`config.mk`:
```
export PLATFORM = sky130hd
export DESIGN_NAME = csr_to_banked_ram_bridge
export DESIGN_NICKNAME = d
export VERILOG_FILES = /design/src/rtl/csr_to_banked_ram_bridge.sv
export SDC_FILE = /design/constraint.sdc
export NUM_CORES = 1
export LEC_CHECK = 0
export CAP_MARGIN = 20
export CORE_AREA = 4 4 119 150
export CTS_BUF_LIST = sky130_fd_sc_hd__clkbuf_16
export CTS_CLUSTER_DIAMETER = 40
export DETAILED_ROUTE_END_ITERATION = 8
export DIE_AREA = 0 0 123 154
export PLACE_DENSITY_LB_ADDON = 0.05
export SLEW_MARGIN = 20
export SYNTH_ARGS = -nofsm -noshare
export SYNTH_HDL_FRONTEND = slang
export SYNTH_SLANG_ARGS = --single-unit
```
`constraint.sdc`:
```
create_clock -name i_clk -period 4.6 [get_ports i_clk]
set_input_delay 0.69 -clock i_clk [delete_from_list [all_inputs] [get_ports i_clk]]
set_output_delay 0.69 -clock i_clk [all_outputs]
set_load 0.01 [all_outputs]
```
`src/rtl/csr_to_banked_ram_bridge.sv`:
```
// csr_to_banked_ram_bridge
// Bridges single-cycle CSR-style read/write requests onto a set of banked
// synchronous RAMs that share one address/data bus with a per-bank write
// enable. Byte addresses are decoded into bank and word; banks beyond
// NUM_BANKS answer immediately with an error ack.
//
// Optional feature: define CSR_TO_BANKED_RAM_BRIDGE_RMW_EN to turn writes
// with partially bit-enabled bytes into read-modify-write sequences. When it
// is undefined, any enabled bit makes the whole byte writable.
//
// Reset release is synchronised internally with a two-flop chain; assertion
// clears every register immediately.

module csr_to_banked_ram_bridge #(
    parameter int WORD_BIT_WIDTH = 32,
    parameter int BANK_DEPTH     = 8,
    parameter int NUM_BANKS      = 2,
    parameter int RAM_RD_LATENCY = 1,
    localparam int BPW  = WORD_BIT_WIDTH / 8,
    localparam int BA_W = $clog2(NUM_BANKS * BANK_DEPTH * BPW),
    localparam int WA_W = $clog2(BANK_DEPTH)
) (
    input  logic                                i_clk,
    input  logic                                i_async_rst_n,
    input  logic                                i_acc_req,
    input  logic                                i_acc_req_is_wr,
    input  logic [BA_W-1:0]                     i_byte_addr,
    input  logic [WORD_BIT_WIDTH-1:0]           i_wr_data,
    input  logic [WORD_BIT_WIDTH-1:0]           i_wr_bit_en,
    output logic                                o_rd_ack,
    output logic                                o_wr_ack,
    output logic [WORD_BIT_WIDTH-1:0]           o_rd_data,
    output logic                                o_err,
    output logic                                o_busy,
    output logic [NUM_BANKS-1:0]                o_ram_we,
    output logic [WA_W-1:0]                     o_ram_word_addr,
    output logic [WORD_BIT_WIDTH-1:0]           o_ram_wr_data,
    output logic [BPW-1:0]                      o_ram_wr_byte_en,
    input  logic [NUM_BANKS*WORD_BIT_WIDTH-1:0] i_ram_rd_data
);

    localparam int OFF_W = $clog2(BPW);
    localparam int BK_W  = (NUM_BANKS > 1) ? $clog2(NUM_BANKS) : 1;
    localparam logic [1:0] LAT_M1 = 2'(RAM_RD_LATENCY - 1);

`ifdef CSR_TO_BANKED_RAM_BRIDGE_RMW_EN
    localparam bit RMW_EN = 1'b1;
`else
    localparam bit RMW_EN = 1'b0;
`endif

    typedef enum logic [2:0] {
        ST_IDLE    = 3'd0,
        ST_RD      = 3'd1,
        ST_RD_WAIT = 3'd2,
        ST_WR      = 3'd3,
        ST_ACK     = 3'd4
    } state_t;

    // Per-byte enable: a byte is written if any of its bits is enabled.
    function automatic logic [BPW-1:0] byte_en_of(input logic [WORD_BIT_WIDTH-1:0] bits);
        logic [BPW-1:0] r;
        r = {BPW{1'b0}};
        for (int b = 0; b < BPW; b++) begin
            r[b] = |bits[8*b +: 8];
        end
        return r;
    endfunction

    // True when at least one byte has some, but not all, bits enabled.
    function automatic logic has_partial_byte(input logic [WORD_BIT_WIDTH-1:0] bits);
        logic r;
        r = 1'b0;
        for (int b = 0; b < BPW; b++) begin
            r = r | ((|bits[8*b +: 8]) & ~(&bits[8*b +: 8]));
        end
        return r;
    endfunction

    // One-hot write-enable vector for a bank index.
    function automatic logic [NUM_BANKS-1:0] bank_onehot(input logic [BK_W-1:0] idx);
        logic [NUM_BANKS-1:0] r;
        r = {NUM_BANKS{1'b0}};
        for (int i = 0; i < NUM_BANKS; i++) begin
            r[i] = (idx == BK_W'(i));
        end
        return r;
    endfunction

    // Reset synchroniser and internal reset
    logic [1:0] rst_sync_q;
    logic       rst_n_s;

    // Request decode
    logic [BA_W-1:0] req_bank_s;
    logic [BK_W-1:0] req_bank_idx_s;
    logic [WA_W-1:0] req_local_s;
    logic            req_oor_s;
    logic            req_rmw_s;

    // FSM and latched request
    state_t                    state_q, state_d;
    logic [1:0]                wait_cnt_q, wait_cnt_d;
    logic [BK_W-1:0]           bank_q, bank_d;
    logic                      is_wr_q, is_wr_d;
    logic [WORD_BIT_WIDTH-1:0] bit_en_q, bit_en_d;
    logic [WORD_BIT_WIDTH-1:0] wr_data_q, wr_data_d;
    logic [WORD_BIT_WIDTH-1:0] rd_word_s;

    // Registered outputs
    logic                      rd_ack_q, rd_ack_d;
    logic                      wr_ack_q, wr_ack_d;
    logic                      err_q, err_d;
    logic                      busy_q, busy_d;
    logic [WORD_BIT_WIDTH-1:0] rd_data_q, rd_data_d;
    logic [NUM_BANKS-1:0]      ram_we_q, ram_we_d;
    logic [WA_W-1:0]           word_addr_q, word_addr_d;
    logic [WORD_BIT_WIDTH-1:0] ram_wr_data_q, ram_wr_data_d;
    logic [BPW-1:0]            byte_en_q, byte_en_d;

    assign req_bank_s     = i_byte_addr >> (OFF_W + WA_W);
    assign req_bank_idx_s = req_bank_s[BK_W-1:0];
    assign req_local_s    = i_byte_addr[OFF_W +: WA_W];
    assign req_oor_s      = (req_bank_s >= BA_W'(NUM_BANKS));
    assign req_rmw_s      = RMW_EN & has_partial_byte(i_wr_bit_en);
    assign rd_word_s      = i_ram_rd_data[bank_q*WORD_BIT_WIDTH +: WORD_BIT_WIDTH];
    assign rst_n_s        = rst_sync_q[1];

    // Two-flop reset synchroniser: asserts immediately, releases on i_clk.
    always_ff @(posedge i_clk or negedge i_async_rst_n) begin
        if (!i_async_rst_n) begin
            rst_sync_q <= 2'b00;
        end else begin
            rst_sync_q <= {rst_sync_q[0], 1'b1};
        end
    end

    // FSM state register.
    always_ff @(posedge i_clk or negedge rst_n_s) begin
        if (!rst_n_s) begin
            state_q    <= ST_IDLE;
            wait_cnt_q <= 2'd0;
        end else begin
            state_q    <= state_d;
            wait_cnt_q <= wait_cnt_d;
        end
    end

    // FSM next-state logic; requests are only looked at in IDLE.
    always_comb begin
        state_d    = state_q;
        wait_cnt_d = wait_cnt_q;
        case (state_q)
            ST_IDLE: begin
                if (i_acc_req) begin
                    if (req_oor_s) begin
                        state_d = ST_ACK;
                    end else if (i_acc_req_is_wr && !req_rmw_s) begin
                        state_d = ST_WR;
                    end else begin
                        state_d = ST_RD;
                    end
                end else begin
                    state_d = ST_IDLE;
                end
            end
            ST_RD: begin
                state_d    = ST_RD_WAIT;
                wait_cnt_d = LAT_M1;
            end
            ST_RD_WAIT: begin
                if (wait_cnt_q == 2'd0) begin
                    if (is_wr_q) begin
                        state_d = ST_WR;
                    end else begin
                        state_d = ST_ACK;
                    end
                end else begin
                    wait_cnt_d = wait_cnt_q - 2'd1;
                end
            end
            ST_WR:   state_d = ST_ACK;
            ST_ACK:  state_d = ST_IDLE;
            default: state_d = ST_IDLE;
        endcase
    end

    // Output and datapath next values, registered one cycle ahead of use.
    always_comb begin
        rd_ack_d      = 1'b0;
        wr_ack_d      = 1'b0;
        err_d         = 1'b0;
        busy_d        = (state_d != ST_IDLE);
        ram_we_d      = {NUM_BANKS{1'b0}};
        byte_en_d     = {BPW{1'b0}};
        rd_data_d     = rd_data_q;
        word_addr_d   = word_addr_q;
        ram_wr_data_d = ram_wr_data_q;
        bank_d        = bank_q;
        is_wr_d       = is_wr_q;
        bit_en_d      = bit_en_q;
        wr_data_d     = wr_data_q;
        case (state_q)
            ST_IDLE: begin
                if (i_acc_req) begin
                    bank_d      = req_bank_idx_s;
                    is_wr_d     = i_acc_req_is_wr;
                    bit_en_d    = i_wr_bit_en;
                    wr_data_d   = i_wr_data;
                    word_addr_d = req_local_s;
                    if (req_oor_s) begin
                        err_d = 1'b1;
                        if (i_acc_req_is_wr) begin
                            wr_ack_d = 1'b1;
                        end else begin
                            rd_ack_d  = 1'b1;
                            rd_data_d = {WORD_BIT_WIDTH{1'b0}};
                        end
                    end else if (i_acc_req_is_wr && !req_rmw_s) begin
                        ram_we_d      = bank_onehot(req_bank_idx_s);
                        byte_en_d     = byte_en_of(i_wr_bit_en);
                        ram_wr_data_d = i_wr_data;
                    end else begin
                        ram_we_d = {NUM_BANKS{1'b0}};
                    end
                end else begin
                    ram_we_d = {NUM_BANKS{1'b0}};
                end
            end
            ST_RD_WAIT: begin
                if (wait_cnt_q == 2'd0) begin
                    if (is_wr_q) begin
                        // Merge new bits into the word just read back.
                        ram_wr_data_d = (rd_word_s & ~bit_en_q) | (wr_data_q & bit_en_q);
                        byte_en_d     = {BPW{1'b1}};
                        ram_we_d      = bank_onehot(bank_q);
                    end else begin
                        rd_data_d = rd_word_s;
                        rd_ack_d  = 1'b1;
                    end
                end else begin
                    ram_we_d = {NUM_BANKS{1'b0}};
                end
            end
            ST_WR: begin
                wr_ack_d = 1'b1;
            end
            ST_RD, ST_ACK: begin
                ram_we_d = {NUM_BANKS{1'b0}};
            end
            default: begin
                ram_we_d = {NUM_BANKS{1'b0}};
            end
        endcase
    end

    // Output and request-latch registers.
    always_ff @(posedge i_clk or negedge rst_n_s) begin
        if (!rst_n_s) begin
            rd_ack_q      <= 1'b0;
            wr_ack_q      <= 1'b0;
            err_q         <= 1'b0;
            busy_q        <= 1'b0;
            rd_data_q     <= {WORD_BIT_WIDTH{1'b0}};
            ram_we_q      <= {NUM_BANKS{1'b0}};
            word_addr_q   <= {WA_W{1'b0}};
            ram_wr_data_q <= {WORD_BIT_WIDTH{1'b0}};
            byte_en_q     <= {BPW{1'b0}};
            bank_q        <= {BK_W{1'b0}};
            is_wr_q       <= 1'b0;
            bit_en_q      <= {WORD_BIT_WIDTH{1'b0}};
            wr_data_q     <= {WORD_BIT_WIDTH{1'b0}};
        end else begin
            rd_ack_q      <= rd_ack_d;
            wr_ack_q      <= wr_ack_d;
            err_q         <= err_d;
            busy_q        <= busy_d;
            rd_data_q     <= rd_data_d;
            ram_we_q      <= ram_we_d;
            word_addr_q   <= word_addr_d;
            ram_wr_data_q <= ram_wr_data_d;
            byte_en_q     <= byte_en_d;
            bank_q        <= bank_d;
            is_wr_q       <= is_wr_d;
            bit_en_q      <= bit_en_d;
            wr_data_q     <= wr_data_d;
        end
    end

    assign o_rd_ack         = rd_ack_q;
    assign o_wr_ack         = wr_ack_q;
    assign o_err            = err_q;
    assign o_busy           = busy_q;
    assign o_rd_data        = rd_data_q;
    assign o_ram_we         = ram_we_q;
    assign o_ram_word_addr  = word_addr_q;
    assign o_ram_wr_data    = ram_wr_data_q;
    assign o_ram_wr_byte_en = byte_en_q;

endmodule

```
== Word-level counts from Yosys, hierarchy flattened ==
Index checks and enable logic that the tools add are counted.
Word-level totals
  memory bits (writable): 0
  latch bits: 0
  logic and storage cells: 95
  memories: 0
  register bits: 150
  bits in read-only memories: 0
Operators by class
  order comparisons: 1
  reduce and logical (&&, ||, !) cells: 13
  equality and inequality tests: 12
  add/subtract/negate cells: 1
  multiplexer cells: 45
  divide/modulo/power cells: 0
  shift operators: 1
  $mul: 0
  bitwise operators: 6
Operators with widths (count)
  32-bit two-way mux: 10
  32-bit one-hot mux with 2 select lines: 2
  32-bit bitwise AND: 2
  64-bit by 7-bit variable part select with 32-bit output: 1
  32-bit NOT: 1
  32-bit OR: 1
  8-bit OR reduction: 4
  4-bit two-way mux: 5
  2-bit != test (second input constant): 9
  2-bit two-way mux: 7
  3-bit two-way mux: 4
  3-bit one-hot mux with 4 select lines: 1
  6-bit AND reduction: 2
  1-bit two-way mux: 11
  2-bit one-hot mux with 2 select lines: 2
  4-bit one-hot mux with 2 select lines: 1
  3-bit by 2-bit equality test with 1-bit output (second input constant): 2
  1-bit one-hot mux with 2 select lines: 2
  2-bit AND reduction: 2
  2-bit nonzero test: 2
  3-bit by 1-bit equality test with 1-bit output (second input constant): 1
  3-bit zero test: 1
  3-bit nonzero test: 1
  1-bit by 2-bit greater-or-equal comparator with 1-bit output (second input constant): 1
  3 further kinds: 4

== Longest topological paths before layout ==
Gate-level depths: netlist of run 1.
  depth after elaboration: 6
  gate-level depth with buffers: 8

== Worst setup path before layout of run 1 ==
Ideal clock, no wire load.
  path type: input-to-reg
  start: input i_acc_req
  end: register bit_en_q[0]
  data arrival time: 1505 ps
  library setup time: 125 ps
  stages: 4
  path slack: 2970 ps
  data required time: 4475 ps
  cell sequence: nor4b_4 buf_6 buf_6 mux2_2
Between the ends
  cells in the longest elaborated chain, start to end: 1
RTL lines
  start: declaration: RTL line 25  | input logic i_acc_req,
  2-bit AND reduction (no line)
  end signal: assignment: RTL line 271  | bit_en_q <= {WORD_BIT_WIDTH{1'b0}};
  end signal: assignment: RTL line 285  | bit_en_q <= bit_en_d;
  end: declaration: RTL line 106  | logic [WORD_BIT_WIDTH-1:0] bit_en_q, bit_en_d;
No other way between the ends.
A chain may end at the register's enable or synchronous reset.

== Final worst setup path of run 1 ==
  start: register state_q[1]
  end: register rd_data_q[6], in the netlist o_rd_data[6]
Between the ends
  cells in the longest elaborated chain, start to end: 3
RTL lines
  start: declaration: RTL line 102  | state_t state_q, state_d;
  start signal: assignment: RTL line 144  | state_q <= state_d;
  3-bit by 2-bit equality test with 1-bit output / 3-bit zero test (equally long branches): RTL line 203  | case (state_q)
  2-bit != test (no line) / 2-bit nonzero test (equally long branches)
  6-bit AND reduction (no line)
  end signal: assignment: RTL line 264  | rd_data_q <= {WORD_BIT_WIDTH{1'b0}};
  end signal: assignment: RTL line 278  | rd_data_q <= rd_data_d;
  end: declaration: RTL line 115  | logic [WORD_BIT_WIDTH-1:0] rd_data_q, rd_data_d;
Parallel ways exist; a longest one is shown, timed or not.

==> results.py, run 1 <==
metrics = {
    "sta": {
        "fin_crit_ps": 2948,
        "rsz0062_at_grt": "false",
        "tightestPinTransition_ps": 1107,
        "hold_viol": 0,
        "hold_slack_ps": 353.9,
        "maxSlewViolCount": 0,
        "fin_crit_sh_pct": 64.08,
        "worst_clock_skew_ps": 8.915,
        "finalSetupTns_ps": 0,
        "max_freq_mhz": 339.3,
        "finalSetupViolations": 0,
        "slew_headroom_pct": 26.22,
    },
    "clock_tree": {
        "cts_max_path_buffers": 2,
        "cts_buffers": 17,
        "cts_tree": "built",
        "cts_setup_buffers": 0,
        "ctsHoldBuffers": 0,
        "cts.sinks": 149,
        "clk_pin_slew_ps": 60,
        "root_buffer": "clkbuf_16",
        "htreeDepth": 4,
        "cts_resized": 0,
        "clk_latency_ps": 420,
    },
    "yosys": {
        "synth_fp_nets": 718,
        "synth_top_cell_by_area": "dfrtp_1",
        "yosys_warnings": 0,
        "synth-edff-count": 0,
        "synthCells": 579,
        "ys.flop_type": "dfrtp_1",
        "synthDistinctLibCells": 37,
        "avgSynthCellArea_sq_um": 11.98,
        "ys_ff_latch": 149,
        "async_reset_ff_share_pct": 100.0,
        "yosys-top-cells-area": "dfrtp_1, mux2_2, a21oi_1, mux2i_1, o211a_1",
        "synth_top_area_share_pct": 53.75,
        "ys_seq_area_share_pct": 53.75,
        "synth.cell_area_sq_um": 6937,
        "yosys-top-cells-count": "dfrtp_1, mux2_2, a21oi_1",
        "post-synth-top-count-cell": "dfrtp_1",
    },
    "critical_path": {
        "cp-start-kind": "flop",
        "cp_top_family": "simple AND/OR/NAND/NOR gates",
        "arrival_ps": 3220,
        "end_kind": "flop",
        "slowest_stage": "and4bb_2",
        "crit_type": "flop to flop",
        "timing.critical_path.buf_inv": 0,
        "slowest_delay_ps": 1030,
        "cp_max_fo": 45,
        "path_cells": "and4bb_2 > and2_4 > a21oi_1",
        "cp.required_ps": 4880,
    },
    "final_layout": {
        "regArea_sq_um": 3735,
        "drive_above_1_share_pct": 14.43,
        "antenna_cells": 0,
        "nets": 909,
        "final_cells": 1003,
        "area_growth_syn_to_layout_pct": 39.39,
        "fin_area_sq_um": 9669,
        "fillers": 1377,
        "multi_input_area_sq_um": 2750,
    },
    "placed_design": {
        "dp.cells": 971,
        "place_hpwl_um": 13810,
        "gp_congestion": 0.8128,
        "port_buffers": 211,
        "dpl_cell_area_sq_um": 9071,
    },
    "floorplan": {
        "core_sq_um": 16510,
        "fp.dieH_um": 154,
        "start_util_pct": 42.01,
        "die_w_um": 123,
        "rows": 53,
        "die-area_sq_um": 18940,
        "num_io_pins": 215,
    },
    "route": {
        "ant_nets": 0,
        "drt_iter0_drc": 295,
        "firstDrtPassIters": 4,
        "drc": 0,
        "routed_wl_um": 20990,
        "vias": 5481,
        "avgRoutedWirePerCell_um": 20.93,
        "via_per_inst": 5.465,
    },
    "global_routing": {
        "grt_usage_pct": 22.19,
        "antenna_found_initial": 0,
        "grt_pass1_vias": 5848,
        "grt_pass1_wl_um": 32320,
        "grt_start_max_net_pins": 70,
        "grt-ovfl-total": 0,
    },
    "pwr": {
        "leakage_nw": 4.220,
        "pwr_density_cell_nw_per_um2": 715.9,
        "ir_worst_vdd_mv": 0.4050,
        "power_w": 0.006922,
    },
    "outcome": {
        "status": "complete, no violations",
    },
    "run": {
        "drv_cap": 0,
    },
    "hold_path": {
        "hold_path_class": "flop to flop",
    },
}
-- cells by family (layout without fill, tap and decap cells) --
group | after synthesis | in the layout | share of synthesized area [%]
AO/OA/AOI/OAI | 176 | 176 | 18.18
flip-flops | 149 | 149 | 53.75
multiplexers | 99 | 99 | 15.49
buffers and inverters | 84 | 288 | 6.944
AND/OR/NAND/NOR | 68 | 68 | 5.339
other | 2 | 2 | 0.1083
adder cells (fa/ha/maj) | 1 | 1 | 0.1803
-- cells in the final DEF, fill, tap and decap left out, drive strengths merged, types with 32 or more instances in the layout --
cell / count
a21oi: 65
clkdlybuf4s50: 211
dfrtp: 149
inv: 39
mux2: 67
mux2i: 32
nand2: 35
o211a: 33
o211ai: 32
o32ai: 32
-- worst paths after layout --
path                       slack (ps)     startpoint  cells after the start               end
max reg2reg                      1650     state_q[1]                      3      o_rd_data[6]
max in group asynchronous        2930  rst_sync_q[1]                      1  o_ram_wr_data[8]
min in group asynchronous         420  i_async_rst_n                      1     rst_sync_q[1]
min                               350  rst_sync_q[0]                      0     rst_sync_q[1]
min reg2reg                       350  rst_sync_q[0]                      0     rst_sync_q[1]
max                              1650     state_q[1]                      3      o_rd_data[6]
-- metrics by stage --
step / utilization (%) / setup WS [ps]
floorplan: - / 141.1
global placement: 54.94 / 1656
detailed placement: 54.94 / 1628
CTS: 58.56 / 1637
global route: 58.56 / 1533
finish: 58.56 / 1652
-- state kept, by name, indices dropped and copies added, names as in the netlist, 3 cells and up --
name / flops
o_ram_wr_byte_en: 4
o_rd_data: 32
wr_data_q: 32
o_ram_word_addr: 3
o_ram_wr_data: 32
bit_en_q: 32
state_q: 3
-- power by group --
part           internal (W)  switching (W)
Combinational       0.00156        0.00144
Clock              0.000892       0.000535
Sequential          0.00195       0.000547
-- layer usage --
metal,part of all wire [%],vias up,routed length (um),track usage (%)
li1,-,2520,-,-
met1,41,2738,8617,27.32
met2,50,200,10580,37.58
met3,7.1,23,1481,6.402
met4,1.5,0,308,6.649
met5,0,-,0,0
-- cell type report --
class                   count  share of cell area (%)
repair buffers            219                   22.46
clock inverters            15                   1.786
clock buffers              17                   4.400
multi-input cells         346                   28.44
inverters                  37                   1.436
well taps                 220                   2.847
flip-flops and latches    149                   38.63
(Power assumes the default switching activity.)
==> run 2, diff against run 1 <==
==> constraint.sdc (replaced) <==
create_clock -name i_clk -period 2.6 [get_ports i_clk]
set_input_delay 0.39 -clock i_clk [delete_from_list [all_inputs] [get_ports i_clk]]
set_output_delay 0.39 -clock i_clk [all_outputs]
set_load 0.01 [all_outputs]
==> run 2 against run 1 <==
Net effect: register-to-register slack lost 920 ps; clock skew grew 2.1 ps; via count grew 1.9%; sequential share of layout area shrank 0.89 points; worst hold slack lost 230 ps; worst setup slack lost 920 ps; power grew 82%; clock power grew 92%; non-clock buffer count grew 12.
==> results.py, run 2 (same netlist as run 1, synthesis figures left out) <==
metrics = {
    "sta": {
        "rsz0062_at_grt": "false",
        "slew_headroom_pct": 38.52,
        "fin_crit_sh_pct": 71.66,
        "finalSetupTns_ps": 0,
        "tightestPinTransition_ps": 920.0,
        "hold_viol": 0,
        "fin_crit_ps": 1863,
        "finalSetupViolations": 0,
        "max_freq_mhz": 536.7,
        "maxSlewViolCount": 0,
        "worst_clock_skew_ps": 11.02,
    },
    "pwr": {
        "leakage_nw": 4.329,
        "pwr_density_cell_nw_per_um2": 1273,
        "power_w": 0.01260,
        "ir_worst_vdd_mv": 0.4965,
    },
    "route": {
        "routed_wl_um": 20590,
        "wl_met1_um": 8220,
        "avgRoutedWirePerCell_um": 20.29,
        "wl_met2_um": 10470,
        "ant_nets": 0,
        "route.met3.wl_um": 1424,
        "drc": 0,
        "via_per_inst": 5.502,
        "firstDrtPassIters": 4,
        "drt_iter0_drc": 319,
        "vias": 5585,
        "dr.max_layer_used": "met4",
    },
    "outcome": {
        "status": "complete, no violations",
    },
    "clock_tree": {
        "ctsHoldBuffers": 0,
        "clk_pin_slew_ps": 60,
        "cts_buffers": 17,
        "htreeDepth": 4,
        "cts_setup_buffers": 0,
        "cts_tree": "built",
        "root_buffer": "clkbuf_16",
        "cts_resized": 0,
        "clk_latency_ps": 420,
        "cts.sinks": 149,
        "cts_max_path_buffers": 2,
    },
    "final_layout": {
        "nets": 921,
        "utilization_pct": 59.95,
        "antenna_cells": 0,
        "layout_commonest_cell": "clkdlybuf4s50_1",
        "area_growth_syn_to_layout_pct": 42.69,
        "drive_above_1_share_pct": 16.10,
        "most-common-layout-cells": "clkdlybuf4s50_1, dfrtp_1, mux2_2",
    },
    "floorplan": {
        "die-area_sq_um": 18940,
        "num_io_pins": 215,
        "core_sq_um": 16510,
        "rows": 53,
        "fp.dieH_um": 154,
        "die_w_um": 123,
        "start_util_pct": 42.01,
    },
    "placed_design": {
        "gp_congestion": 0.8161,
        "port_buffers": 211,
        "place_hpwl_um": 14860,
    },
    "global_routing": {
        "antenna_found_initial": 0,
        "grt_start_max_net_pins": 41,
        "grt_pass1_wl_um": 32670,
        "grt_pass1_vias": 6162,
        "grt-ovfl-total": 0,
        "grt_usage_pct": 22.30,
    },
    "critical_path": {
        "crit_end": "o_ram_wr_data[2]",
        "worstReg2RegEnd": "o_ram_wr_data[2]",
        "path_cells": "clkdlybuf4s50_1 > and3b_1 > nor2_4 > o32ai_1",
        "crit_type": "primary input to flop",
        "reg2reg_slack_ps": 740,
        "reg2reg_depth": 3,
        "end_kind": "flop",
        "cp_max_fo": 32,
        "slowest_delay_ps": 710,
        "crit_start": "i_acc_req_is_wr",
        "timing.rr.start": "state_q[1]",
        "slowest_stage": "nor2_4",
        "arrival_ps": 2110,
        "cp.required_ps": 2850,
        "cp-start-kind": "primary input",
    },
    "run": {
        "drv_cap": 0,
    },
    "hold_path": {
        "hold_path_class": "primary input to asynchronous set/reset pin",
    },
}
[run 2: critical path, delay by kind of cell]
kind            cells  cell delay (ps)
simple gates        2              980
compound gates      1              230
buf+inv             1              510
[run 2: where the power goes]
part	switching, W	total, W	internal [W]
logic	0.00269	0.00558	0.00289
clock network	0.000958	0.00275	0.00179
registers	0.000812	0.00427	0.00346
[run 2: area by class of cell]
class / count / area [sq um]
fill: 1390 / 6614
sequential: 149 / 3735
multi-input combinational: 346 / 2750
timing repair buffer: 231 / 2337
clock buffer: 17 / 425.4
tap: 220 / 275.3
clock inverter: 15 / 236.5
inverter: 37 / 138.9
[run 2: per-stage QoR]
step / worst slack, ps / cells / hold slack [ps] / cell area, sq um
finish: 736.9 / 1015 / 123.7 / 9898
global route: 602.9 / 1015 / 102.2 / 9898
CTS: 711.4 / 1015 / 111.6 / 9898
detailed placement: 266.5 / 983 / 338.1 / 9236
global placement: 335.3 / 983 / 337.4 / 9236
floorplan: 128.9 / 579 / 94.41 / 6938
[run 2: worst min-delay path by stage]
stage	startpoint	to	slack [ps]	cells past startpoint
6_report	i_async_rst_n	rst_sync_q[1]	120	1
4_1_cts	i_async_rst_n	rst_sync_q[1]	110	1
2_1_floorplan	i_async_rst_n	rst_sync_q[0]	90	0
3_5_place_dp	rst_sync_q[0]	rst_sync_q[1]	340	0
3_3_place_gp	rst_sync_q[1]	wr_data_q[24]	340	0
5_1_grt	i_async_rst_n	rst_sync_q[1]	100	1
[run 2: per-layer routing]
layer,track usage (%),vias to the layer above
met5,0,-
met4,7.757,0
met3,6.806,43
met2,38.15,210
met1,26.39,2793
li1,-,2539
